$ cat config.mk
export PLATFORM = sky130hd
export DESIGN_NAME = ir_fetch_unit
export DESIGN_NICKNAME = d
export VERILOG_FILES = /design/src/rtl/common_pkg.sv /design/src/rtl/ir_fetch_unit.sv
export SDC_FILE = /design/constraint.sdc
export NUM_CORES = 1
export LEC_CHECK = 0
export BUFFER_PORTS_ARGS = -buffer_cell sky130_fd_sc_hd__buf_2
export CORE_MARGIN = 5
export CORE_UTILIZATION = 55
export CTS_CLUSTER_DIAMETER = 100
export DETAILED_ROUTE_END_ITERATION = 7
export GPL_ROUTABILITY_DRIVEN = 0
export HOLD_SLACK_MARGIN = 0.06
export PLACE_DENSITY = 0.81
export RECOVER_POWER = 25
export SKIP_LAST_GASP = 1
export SYNTH_ARGS = -nofsm -noshare
export SYNTH_HDL_FRONTEND = slang
export SYNTH_SLANG_ARGS = --single-unit
$ cat constraint.sdc
create_clock -name i_clk -period 5 [get_ports i_clk]
set_clock_uncertainty 0.2 [all_clocks]
set_input_delay 0.5 -clock i_clk [delete_from_list [all_inputs] [get_ports i_clk]]
set_output_delay 0.5 -clock i_clk [all_outputs]
set_load 0.005 [all_outputs]
$ cat src/rtl/common_pkg.sv
// Shared types for the fetch path: FSM states, register ids
// and the two-word instruction marker bit.
package common_pkg;

  localparam int FETCH_EXT_BIT = 15;

  typedef enum logic [2:0] {
    IDLE,
    REQ1,
    WB_PC1,
    REQ2,
    WB_PC2,
    DONE
  } fetch_state_e;

  typedef enum logic [2:0] {
    R_ZR  = 3'd0,
    R_PC  = 3'd1,
    R_SP  = 3'd2,
    R_FL  = 3'd3,
    R_IR1 = 3'd4,
    R_IR2 = 3'd5,
    R_A   = 3'd6,
    R_B   = 3'd7
  } reg_id_e;

endpackage

$ cat src/rtl/ir_fetch_unit.sv
// Instruction fetch sequencer: reads one or two words at PC,
// writes IR1/IR2 and the advanced PC through the regfile write port.
module ir_fetch_unit
  import common_pkg::*;
#(
  parameter int P_EXT_BIT = FETCH_EXT_BIT,
  parameter int P_WIDTH   = 16
) (
  input  logic               i_clk,
  input  logic               i_rst_n,
  input  logic               i_start,
  input  logic [P_WIDTH-1:0] i_pc,
  output logic               o_mem_req,
  output logic [P_WIDTH-1:0] o_mem_addr,
  input  logic               i_mem_ack,
  input  logic [P_WIDTH-1:0] i_mem_rdata,
  output logic               o_wr_en,
  output reg_id_e            o_dest_addr,
  output logic [P_WIDTH-1:0] o_dest_data,
  output logic               o_busy,
  output logic               o_done
);

  fetch_state_e       state_q, state_d;
  logic [P_WIDTH-1:0] pc_q, pc_d;
  logic               ext_q, ext_d;
  logic [P_WIDTH-1:0] pc_inc1, pc_inc2;

  logic               req_d;
  logic [P_WIDTH-1:0] addr_d;
  logic               wr_d;
  reg_id_e            dest_d;
  logic [P_WIDTH-1:0] data_d;
  logic               busy_d;
  logic               done_d;

  assign pc_inc1 = pc_q + P_WIDTH'(1);
  assign pc_inc2 = pc_q + P_WIDTH'(2);

  // Outputs are loaded on the same edge as the state they act for,
  // so each write is visible the cycle after its decision.
  always_comb begin
    state_d = state_q;
    pc_d    = pc_q;
    ext_d   = ext_q;
    req_d   = 1'b0;
    addr_d  = o_mem_addr;
    wr_d    = 1'b0;
    dest_d  = o_dest_addr;
    data_d  = o_dest_data;
    done_d  = 1'b0;
    unique case (state_q)
      IDLE: begin
        if (i_start && !o_done) begin
          pc_d    = i_pc;
          req_d   = 1'b1;
          addr_d  = i_pc;
          state_d = REQ1;
        end
      end
      REQ1: begin
        if (i_mem_ack) begin
          wr_d    = 1'b1;
          dest_d  = R_IR1;
          data_d  = i_mem_rdata;
          ext_d   = i_mem_rdata[P_EXT_BIT];
          state_d = WB_PC1;
        end else begin
          req_d  = 1'b1;
          addr_d = pc_q;
        end
      end
      WB_PC1: begin
        wr_d   = 1'b1;
        dest_d = R_PC;
        data_d = pc_inc1;
        if (ext_q) begin
          req_d   = 1'b1;
          addr_d  = pc_inc1;
          state_d = REQ2;
        end else begin
          state_d = DONE;
        end
      end
      REQ2: begin
        if (i_mem_ack) begin
          wr_d    = 1'b1;
          dest_d  = R_IR2;
          data_d  = i_mem_rdata;
          state_d = WB_PC2;
        end else begin
          req_d  = 1'b1;
          addr_d = pc_inc1;
        end
      end
      WB_PC2: begin
        wr_d    = 1'b1;
        dest_d  = R_PC;
        data_d  = pc_inc2;
        state_d = DONE;
      end
      DONE: begin
        done_d  = 1'b1;
        state_d = IDLE;
      end
      default: state_d = IDLE;
    endcase
    busy_d = (state_d != IDLE);
  end

  always_ff @(posedge i_clk or negedge i_rst_n) begin
    if (!i_rst_n) begin
      state_q     <= IDLE;
      pc_q        <= '0;
      ext_q       <= 1'b0;
      o_mem_req   <= 1'b0;
      o_mem_addr  <= '0;
      o_wr_en     <= 1'b0;
      o_dest_addr <= R_ZR;
      o_dest_data <= '0;
      o_busy      <= 1'b0;
      o_done      <= 1'b0;
    end else begin
      state_q     <= state_d;
      pc_q        <= pc_d;
      ext_q       <= ext_d;
      o_mem_req   <= req_d;
      o_mem_addr  <= addr_d;
      o_wr_en     <= wr_d;
      o_dest_addr <= dest_d;
      o_dest_data <= data_d;
      o_busy      <= busy_d;
      o_done      <= done_d;
    end
  end

endmodule

==> metrics.csv <==
metric,value,unit
Post-DP HPWL,6520,microns
period utilization,64.3,%
post-DR wirelength/cell,17.8,microns
setup TNS,0,ps
"Net count, final",475,
Core Region,6310,sq um
element type at the critical path end,async pin,
Slew Limit Fails,59,
chip width,90.2,microns
Max Cap Viol,1,
"FFs w/ async S/R, synth",100,%
highest attainable clock frequency,311,MHz
CTS tree,built,
H-tree depth,3,
fin crit period,3220,ps
initial antenna violation count,0,
Hold Path Class,in2reg,
status,finished with violations,
Die ar.,8130,sq um
Worst-Skew Late Latency,340,ps
reg2reg start,state_q[2]$_DFF_PN0_,
Yosys cell types,53,
Setup crit start,i_rst_n,
CTS Buffer Depth,2,
Worst-path clk slew,70,ps
most frequent cells in the layout,"73 x buf_2, 58 x dfrtp_1, 39 x nand2_1",
register area share after synthesis,41.0,%
Hold WS,200,ps
# DRC,0,
syn nets,425,
Slew headroom,-105,%
# port buffers,73,
grt ovf,0,
"most common cell after layout, fill and taps aside",buf_2,
gr usage total,23.1,%
synthesized area per cell,9.14,sq um
"Gates resized, CTS repair",0,
crit path max fanout,58,
Worst Setup Start Kind,primary input,
Synth warnings,0,
number of setup buffers added after CTS,0,
first-pass GRT wire length,15300,microns
DR iter-0 viols,267,
Antenna Nets Post-Route,0,
PwrDens,708,nW/um^2
Tightest Pin Transition,3080,ps
vias in the first global route,3021,
Root Driver,clkbuf_8,
worst reg2reg endpoint,o_dest_data[5]$_DFFE_PN0P_,
cells after synthesis,387,
"Top FF cell, synth",dfrtp_1,
drt total wl,9210,microns
Leakage,0.00168,uW
Mapped Area,3540,sq um
critical path class,in2async,
Max VDD drop,401,uV
share of cells above drive strength 1,28.3,%
cell family with most CP delay,buffers and inverters,
number of synthesized register bits,58,
Rows,29,
Reg2Reg Depth,4,
Die H,90.2,microns
Hold Buf Count CTS,0,
largest net degree at the start of global routing,59,
CP Cell Sequence,buf_2 > clkbuf_1,
RSZ-0062 raised after global routing,no,
area grow syn2layout,14.4,%
Crit-path slowest cell,clkbuf_1,
Final setup violation count,0,
Boundary Pins,75,
Worst path depth,2,
Ant. Diodes,0,
Final Hold Viols,0,
Worst Path Buf+Inv,2,
"EDFF count, synth",0,
failing checks,"max-capacitance violations, max-slew violations",
Worst Path Required,4570,ps
DR vias/cell,6.13,
Num Clock Sinks,58,
Vias,3177,
"Arr. time, crit path",2780,ps
max incr delay on CP,2160,ps
Worst Setup EP,pc_q[14]$_DFFE_PN0P_,
cts bufs inserted,9,
drt pass-1 iters,5,
Worst R2R Setup Slack,1840,ps
Initial Utilization,56.0,%
==> metal layers <==
metal	vias up	part of all wire [%]	global-route usage [%]
met3	27	8.0	5.76
met5	-	0	0
met1	1514	44	31.4
li1	1481	-	-
met4	0	2.4	10.7
met2	155	46	34.8
==> flip-flops by register name, indices dropped and copies added (netlist names) <==
signal / flops
state_q: 3
o_dest_data: 16
o_mem_req: 1
o_busy: 1
o_mem_addr: 16
pc_q: 16
ext_q: 1
o_done: 1
o_wr_en: 1
o_dest_addr: 2
==> per-stage QoR <==
stage | util, % | power, uW | setup WS [ps] | instances | cell area, sq um
6_report | 64.1 | 2860 | 1780 | 518 | 4040
5_1_grt | 64.1 | 3090 | 1070 | 518 | 4040
4_1_cts | 64.1 | 2850 | 1870 | 518 | 4050
3_5_place_dp | 60.9 | 2400 | 1900 | 503 | 3840
3_3_place_gp | 60.9 | 2330 | 2020 | 503 | 3840
2_1_floorplan | - | 2000 | 3110 | 387 | 3540
==> logic make-up after synthesis <==
group	Yosys count	synth area share (%)
AO/OA/AOI/OAI	113	20.8
multiplexers	20	6.26
buffers and inverters	46	5.94
AND/OR/NAND/NOR	125	19.7
flip-flops	58	41.0
XOR/XNOR	22	5.45
adder cells (fa/ha/maj)	2	0.708
other	1	0.106
==> power by group <==
part           internal [uW]  switching (uW)  leakage, uW
registers                708             309     0.000687
clock network            268             179     0.000106
logic                    616             783     0.000888
total                   1590            1270      0.00168
==> worst min-delay path by stage <==
stage,startpoint,endpoint,slack [ps],cells past startpoint
finish,i_pc[9],pc_q[9]$_DFFE_PN0P_,200,2
floorplan,i_rst_n,ext_q$_DFFE_PN0P_,4,0
detailed placement,o_mem_addr[5]$_DFFE_PN0P_,o_mem_addr[5]$_DFFE_PN0P_,260,2
global placement,o_mem_addr[9]$_DFFE_PN0P_,o_mem_addr[9]$_DFFE_PN0P_,260,2
global route,i_pc[7],pc_q[7]$_DFFE_PN0P_,200,2
CTS,i_rst_n,o_dest_addr[0]$_DFFE_PN0P_,120,2
==> layout make-up <==
cell class	count	area, sq um
clock buffer	13	169
clock inverter	2	35.0
fill	551	2270
inverter	9	33.8
multi-input combinational	283	1870
sequential	58	1450
tap	77	96.3
timing repair buffer	76	384
==> synthesized netlist by cell type, types with 4 or more instances <==
master / number / area, sq um
dfrtp_1: 58 / 1450
nand2_1: 39 / 146
o21ai_0: 29 / 145
nor2_1: 25 / 93.8
a21oi_1: 24 / 120
xnor2_1: 18 / 158
mux2_2: 17 / 191
nor2b_1: 14 / 87.6
buf_2: 13 / 65.1
clkbuf_1: 12 / 45.0
nand3_1: 10 / 50.1
o21a_1: 10 / 75.1
inv_1: 9 / 33.8
o221ai_1: 8 / 70.1
nand2b_1: 7 / 43.8
nor4_2: 7 / 87.6
o22ai_1: 7 / 43.8
buf_1: 6 / 22.5
nor3_1: 6 / 30.0
a31oi_1: 5 / 31.3
o21ai_1: 5 / 25.0
a221oi_1: 4 / 35.0
nand4_1: 4 / 25.0
xor2_1: 4 / 35.0
Power figures use the tool's default switching activity.
